`src/rtl/led_step_ctrl_if.sv`:
```
// Switch inputs and step/setting outputs shared by the control stage and the LED register stage.
interface led_step_ctrl_if;
    logic [3:0] sw;
    logic       step;
    logic [1:0] speed;
    logic [1:0] mode;
    logic       mode_chg;

    modport master (input sw, output step, speed, mode, mode_chg);
    modport slave  (output sw, input step, speed, mode, mode_chg);
endinterface

```
`src/rtl/led_step_ctrl.sv`:
```
// Switch synchronise/debounce, speed/mode decode and one-cycle step enable for the LED effects.
// Optional LED_STEP_MODECHG_EN: mode changes also restart the step cadence and pulse mode_chg.
module led_step_ctrl #(
    parameter int DEB_CYCLES = 250000,
    parameter int BASE_DIV   = 12500000,
    parameter int CW         = 32
) (
    input logic             clk,
    input logic             reset,
    led_step_ctrl_if.master bus
);
    typedef enum logic [1:0] {WARMUP, RUN, RESTART} state_t;

    localparam logic [CW-1:0] DEB_LAST  = CW'(DEB_CYCLES - 1);
    localparam logic [CW-1:0] WARM_LAST = CW'(DEB_CYCLES + 1);
    localparam logic [CW-1:0] ONE       = CW'(1);

    state_t        state, state_next;
    logic [3:0]    sync1, sync2;
    logic [3:0]    deb, deb_next;
    logic [CW-1:0] deb_cnt      [4];
    logic [CW-1:0] deb_cnt_next [4];
    logic [CW-1:0] warm_cnt, warm_cnt_next;
    logic [CW-1:0] presc, presc_next;
    logic [CW-1:0] period;
    logic          speed_upd;
    logic          restart_req;
    logic          step_int;
`ifdef LED_STEP_MODECHG_EN
    logic          mode_upd;
    logic          mode_chg_q, mode_chg_next;
`endif

    always_ff @(posedge clk or negedge reset) begin
        if (!reset) begin
            sync1 <= '0;
            sync2 <= '0;
        end else begin
            sync1 <= bus.sw;
            sync2 <= sync1;
        end
    end

    // A bit only moves once it has disagreed with the debounced value for DEB_CYCLES edges in a row.
    always_comb begin
        deb_next = deb;
        for (int b = 0; b < 4; b++) begin
            deb_cnt_next[b] = '0;
            if (sync2[b] != deb[b]) begin
                if (deb_cnt[b] == DEB_LAST) begin
                    deb_next[b] = sync2[b];
                end else begin
                    deb_cnt_next[b] = deb_cnt[b] + ONE;
                end
            end
        end
    end

    always_ff @(posedge clk or negedge reset) begin
        if (!reset) begin
            deb <= '0;
            for (int b = 0; b < 4; b++) begin
                deb_cnt[b] <= '0;
            end
        end else begin
            deb <= deb_next;
            for (int b = 0; b < 4; b++) begin
                deb_cnt[b] <= deb_cnt_next[b];
            end
        end
    end

    assign speed_upd = (deb_next[1:0] != deb[1:0]);
`ifdef LED_STEP_MODECHG_EN
    assign mode_upd    = (deb_next[3:2] != deb[3:2]);
    assign restart_req = speed_upd | mode_upd;
`else
    assign restart_req = speed_upd;
`endif

    assign period = CW'(BASE_DIV) << deb[1:0];

    always_ff @(posedge clk or negedge reset) begin
        if (!reset) begin
            state    <= WARMUP;
            warm_cnt <= '0;
            presc    <= '0;
        end else begin
            state    <= state_next;
            warm_cnt <= warm_cnt_next;
            presc    <= presc_next;
        end
    end

    // The step that coincides with a settings update still fires with the old period.
    always_comb begin
        state_next    = state;
        warm_cnt_next = warm_cnt;
        presc_next    = '0;
        step_int      = 1'b0;
        case (state)
            WARMUP: begin
                if (warm_cnt == WARM_LAST) begin
                    state_next    = RUN;
                    warm_cnt_next = '0;
                end else begin
                    warm_cnt_next = warm_cnt + ONE;
                end
            end
            RUN: begin
                step_int = (presc == period - ONE);
                if (restart_req) begin
                    state_next = RESTART;
                end else if (!step_int) begin
                    presc_next = presc + ONE;
                end
            end
            RESTART: begin
                state_next = restart_req ? RESTART : RUN;
            end
            default: begin
                state_next = WARMUP;
            end
        endcase
    end

`ifdef LED_STEP_MODECHG_EN
    assign mode_chg_next = (state_next == RESTART) && mode_upd;

    always_ff @(posedge clk or negedge reset) begin
        if (!reset) begin
            mode_chg_q <= 1'b0;
        end else begin
            mode_chg_q <= mode_chg_next;
        end
    end

    assign bus.mode_chg = mode_chg_q;
`else
    assign bus.mode_chg = 1'b0;
`endif

    assign bus.step  = step_int;
    assign bus.speed = deb[1:0];
    assign bus.mode  = deb[3:2];
endmodule

```
`src/flat_wrapper.sv`:
```
// flat-port wrapper written by rule: the top's interface ports become plain ports
module led_step_ctrl_flat 
#(
    parameter int DEB_CYCLES = 250000,
    parameter int BASE_DIV   = 12500000,
    parameter int CW         = 32
)
  (clk, reset, bus_sw, bus_step, bus_speed, bus_mode, bus_mode_chg);
  led_step_ctrl_if bus_i ();
  input logic clk;
  input logic reset;
  input wire logic [$bits(bus_i.sw)-1:0] bus_sw;
  output wire logic [$bits(bus_i.step)-1:0] bus_step;
  output wire logic [$bits(bus_i.speed)-1:0] bus_speed;
  output wire logic [$bits(bus_i.mode)-1:0] bus_mode;
  output wire logic [$bits(bus_i.mode_chg)-1:0] bus_mode_chg;
  assign bus_i.sw = bus_sw;
  assign bus_step = bus_i.step;
  assign bus_speed = bus_i.speed;
  assign bus_mode = bus_i.mode;
  assign bus_mode_chg = bus_i.mode_chg;
  led_step_ctrl #(.DEB_CYCLES(DEB_CYCLES), .BASE_DIV(BASE_DIV), .CW(CW)) u_core (.clk(clk), .reset(reset), .bus(bus_i));
endmodule
```
`config.mk`:
```
export PLATFORM = sky130hd
export DESIGN_NAME = led_step_ctrl_flat
export DESIGN_NICKNAME = d
export VERILOG_FILES = /design/src/rtl/led_step_ctrl_if.sv /design/src/rtl/led_step_ctrl.sv /design/src/flat_wrapper.sv
export SDC_FILE = /design/constraint.sdc
export NUM_CORES = 1
export LEC_CHECK = 0
export ABC_AREA = 1
export CELL_PAD_IN_SITES_DETAIL_PLACEMENT = 0
export CELL_PAD_IN_SITES_GLOBAL_PLACEMENT = 1
export CORE_ASPECT_RATIO = 2
export CORE_MARGIN = 5
export CORE_UTILIZATION = 45
export DETAILED_ROUTE_END_ITERATION = 10
export PLACE_DENSITY = 0.83
export REMOVE_ABC_BUFFERS = 1
export SLEW_MARGIN = 0
export SYNTH_ARGS = -nofsm -noshare
export SYNTH_HDL_FRONTEND = slang
export SYNTH_SLANG_ARGS = --single-unit
```
`constraint.sdc`:
```
create_clock -name clk -period 2.5 [get_ports clk]
set_clock_uncertainty 0.1 [all_clocks]
set_input_delay 0.5 -clock clk [delete_from_list [all_inputs] [get_ports clk]]
set_output_delay 0.5 -clock clk [all_outputs]
set_load 0.01 [all_outputs]
```
==> reports/summary.txt <==
Placed Instance Area = 12900 sq um
Number of standard-cell rows in the floorplan = 84
Effective utilization at floorplan = 45.6%
Post-placement worst setup slack = -0.157 ns
Half-perimeter wire length of the detailed placement result = 26500 um
DRC errors left = 0
XOR/XNOR share of the synthesized area = 9.21%
Die Area = 30200 sq um
Cell Pwr Density = 506 nW/um^2
Cell chosen for the clock root = sky130_fd_sc_hd__clkbuf_16
Total routing usage reported by global routing = 22.8%
Failing checks = negative setup slack
Total congestion overflow = 0
R2r endpoint = u_core.deb_cnt[87]$_DFF_PN0_
Relative area change from synthesis to final layout = 14.1%
# placed instances = 2032
Capture point of the critical path = bus_step
Fraction of layout cells with a size suffix above 1 = 8.52%
Flip-flop cell with the highest count after synthesis = sky130_fd_sc_hd__dfrtp_1
Syn Std Cell Area = 12000 sq um
Count of flip-flops with a built-in enable after synthesis = 0
Internal power = 5.41 mW
Max Slew Vio Count = 0
Global placement routability congestion = 0.920
Number of nets in the finished design = 1727
Min Hold Slack = 0.253 ns
Final instance area = 13700 sq um
Final non-filler cell total = 2070
Worst slew margin relative to its limit = 52.8%
Net switching fraction of the power = 21.8%
Sequential element share of the synthesized area = 43.0%
Chip width = 125 um
Synth async-reset ratio = 100%
RSZ-0062 raised after global routing = true
Max Clk Rate = 387 MHz
Initial detailed-routing violation count = 564
Vias in the first global route = 11000
Cell count after synthesis = 1639
Compound-Gate Fraction of Synth Area = 3.61%
Status = complete, but fails checks
Fin util = 52.0%
Psw = 1.51 mW
Worst Setup End Kind = output pin
Inserted Clock Buffers = 22
Combinational family with the most area after synthesis = simple AND/OR/NAND/NOR gates
Critical register-to-register path startpoint = u_core.deb_cnt[64]$_DFF_PN0_
Number of endpoints failing setup at the final stage = 1
Per-cell via count in the routed design = 5.17
Placeable core area = 26300 sq um
H-tree Lvls = 1
Routed wire length per instance = 16.4 um
Total Routed Length = 33900 um
Worst setup path startpoint = u_core.deb[0]$_DFF_PN0_
Io pins = 12
Portion of total power attributed to combinational logic = 2.7%
Peak supply drop = 0.000579 V
Arrival time reported for the critical path endpoint = 1.98 ns
Count of max-cap constraint violations = 0
Library cell with the highest instance count after synthesis = sky130_fd_sc_hd__nand2_1
Fraction of the cycle the final worst path needs = 103%
Synthesized-area fraction occupied by and/or/nand/nor cells = 36.4%
Cell taking the most area after synthesis = sky130_fd_sc_hd__dfrtp_1
Routed via count = 10700
PnR Total Power = 6.91 mW
Share of cell area taken by muxes after synthesis = 0%
Maximum number of pins on one net before global-route repair = 56
Max FO, Critical Path = 7
Flop-to-flop setup slack = 0.37 ns
Post-synthesis area per instance = 7.31 sq um
Crit path setup slack, layout = -0.0821 ns
Top area cells in the synthesized netlist = sky130_fd_sc_hd__dfrtp_1 43%, sky130_fd_sc_hd__nand2_1 11%, sky130_fd_sc_hd__nor2_1 11%
Yosys warns = 0
Number of different library cells in the post-synthesis netlist = 37
Number of clock sinks seen by CTS = 206
Count of antenna-violating nets left after detailed routing = 0
Detailed-routing iteration count for the pre-antenna-repair pass = 5
Layout fillers = 2637
Top cell type's share of synthesized area = 43.0%
Antenna fix cells = 0
TritonCTS clock tree = built
Min-Delay Path Class = flop to flop
Port Buf Inserts = 10
Die outline height = 241 um
Proportion of power drawn by flip-flops and latches = 48.8%
Fraction of the mapped netlist area in adder cells = 0.731%
Synth cell count leaders = 361 x sky130_fd_sc_hd__nand2_1, 350 x sky130_fd_sc_hd__nor2_1, 206 x sky130_fd_sc_hd__dfrtp_1, 191 x sky130_fd_sc_hd__inv_1, 100 x sky130_fd_sc_hd__xor2_1
Clock latency at the later pin of the worst-skew pair = 0.52 ns
Total of flip-flops plus latches after synthesis = 206
Final Hold Viols = 0
Critical Path Source Type = flop
Antenna violations before repair = 0
Worst endpoint required time = 1.90 ns
Clock slew seen by the registers of the worst setup and hold paths = 0.06 ns
Critical path class = flop to output pin
Clock network fraction of total power = 48.6%
Worst Reg-to-Reg Cells = 10
Pleak = 5.78 nW
Final setup TNS = -0.0821 ns
Tmin final = 2.58 ns
Max Root-Sink Buffers = 3
First-pass GRT wire length = 55100 um
Slew @ Worst Pin = 0.707 ns
[worst min path at each step]
stage | start | endpoint | slack, ns | cells after the start
after CTS | u_core.sync1[0]$_DFF_PN0_ | u_core.sync2[0]$_DFF_PN0_ | 0.25 | 0
after detailed placement | u_core.sync1[0]$_DFF_PN0_ | u_core.sync2[0]$_DFF_PN0_ | 0.24 | 0
after floorplan | reset | u_core.deb[0]$_DFF_PN0_ | 0.10 | 0
after global routing | u_core.sync1[0]$_DFF_PN0_ | u_core.sync2[0]$_DFF_PN0_ | 0.24 | 0
after global placement | u_core.sync1[0]$_DFF_PN0_ | u_core.sync2[0]$_DFF_PN0_ | 0.24 | 0
final | u_core.sync1[0]$_DFF_PN0_ | u_core.sync2[0]$_DFF_PN0_ | 0.25 | 0
[cells by family after synthesis]
group / Yosys count
xor+xnor: 126
other cells: 1
flops: 206
fa+ha+maj: 7
compound gates: 85
buf+inv: 213
simple gates: 1001
[layer usage]
layer / routed length, um / part of all wire (%) / GRT usage (%) / vias to the layer above
met2: 19100 / 56 / 45.8 / 197
met5: 0 / 0 / 0 / -
met3: 805 / 2.4 / 2.33 / 121
li1: - / - / - / 5357
met4: 2360 / 6.9 / 14.2 / 0
met1: 11600 / 34 / 21.6 / 5030
[registers in the layout (all words and copies together), names as in the netlist]
name,count
u_core.warm_cnt,32
u_core.deb_cnt,128
u_core.deb,4
u_core.sync1,4
u_core.presc,32
u_core.state,2
u_core.sync2,4
[final cells by class]
class                   count  area, sq um  area share (%)
clock buffers              26          597            4.37
clock inverters            10          129           0.943
inverters                 194          728            5.33
multi-input cells        1220         6020            44.0
flip-flops and latches    206         5160            37.7
well taps                 344          430            3.15
repair buffers             70          609            4.46
[cells in the final DEF (no fill, tap or decap), types with 3 or more instances in the layout]
cell type,Yosys,layout
sky130_fd_sc_hd__clkinv_2,0,6
sky130_fd_sc_hd__nor3b_1,8,8
sky130_fd_sc_hd__nand2_1,361,358
sky130_fd_sc_hd__buf_4,2,55
sky130_fd_sc_hd__nor3_1,83,83
sky130_fd_sc_hd__nor2_1,350,344
sky130_fd_sc_hd__inv_1,191,189
sky130_fd_sc_hd__bufinv_16,0,3
sky130_fd_sc_hd__nor2_2,9,14
sky130_fd_sc_hd__xnor2_1,26,26
sky130_fd_sc_hd__clkbuf_16,0,23
sky130_fd_sc_hd__dfrtp_1,206,204
sky130_fd_sc_hd__nor3_2,7,7
sky130_fd_sc_hd__buf_12,0,4
sky130_fd_sc_hd__inv_2,2,4
sky130_fd_sc_hd__nand3b_1,4,4
sky130_fd_sc_hd__o21ai_0,48,47
sky130_fd_sc_hd__xor2_1,100,100
sky130_fd_sc_hd__clkdlybuf4s50_1,0,8
sky130_fd_sc_hd__nor3_4,3,3
sky130_fd_sc_hd__nand2_2,5,8
sky130_fd_sc_hd__ha_1,7,7
sky130_fd_sc_hd__or2_2,7,7
sky130_fd_sc_hd__nand3_1,92,92
sky130_fd_sc_hd__nor2_4,2,3
sky130_fd_sc_hd__a21oi_1,31,31
sky130_fd_sc_hd__nand4_1,50,50
sky130_fd_sc_hd__nor4_1,12,12
[power groups by stage]
stage	registers (mW)	clock network, mW	logic [mW]
global route	3.37	3.60	0.215
floorplan	3.43	0	0.0661
detailed placement	3.43	0	0.192
CTS	3.37	3.46	0.194
finish	3.37	3.36	0.185
global placement	3.43	0	0.190
[critical path: stages (launching register included)]
cell and delay, ns:
sky130_fd_sc_hd__dfrtp_2 0.47, sky130_fd_sc_hd__buf_4 0.16, sky130_fd_sc_hd__o21ai_2 0.12, sky130_fd_sc_hd__nand2_1 0.06, sky130_fd_sc_hd__nor2_1 0.08, sky130_fd_sc_hd__nand2_1 0.07
sky130_fd_sc_hd__nor2_2 0.16, sky130_fd_sc_hd__nand3_2 0.13, sky130_fd_sc_hd__nor2_4 0.12, sky130_fd_sc_hd__buf_6 0.11
[repair_timing]
item / in CTS / in global routing
endpoints found under the hold margin: 37 / 0
gates resized for setup: 18 / 3
setup endpoints to repair: 1 / 1
buffers inserted: 1 / 0
pin swaps: 3 / 1
cloned: 0 / 0
hold buffers: 1 / 0
Power figures use the tool's default switching activity.
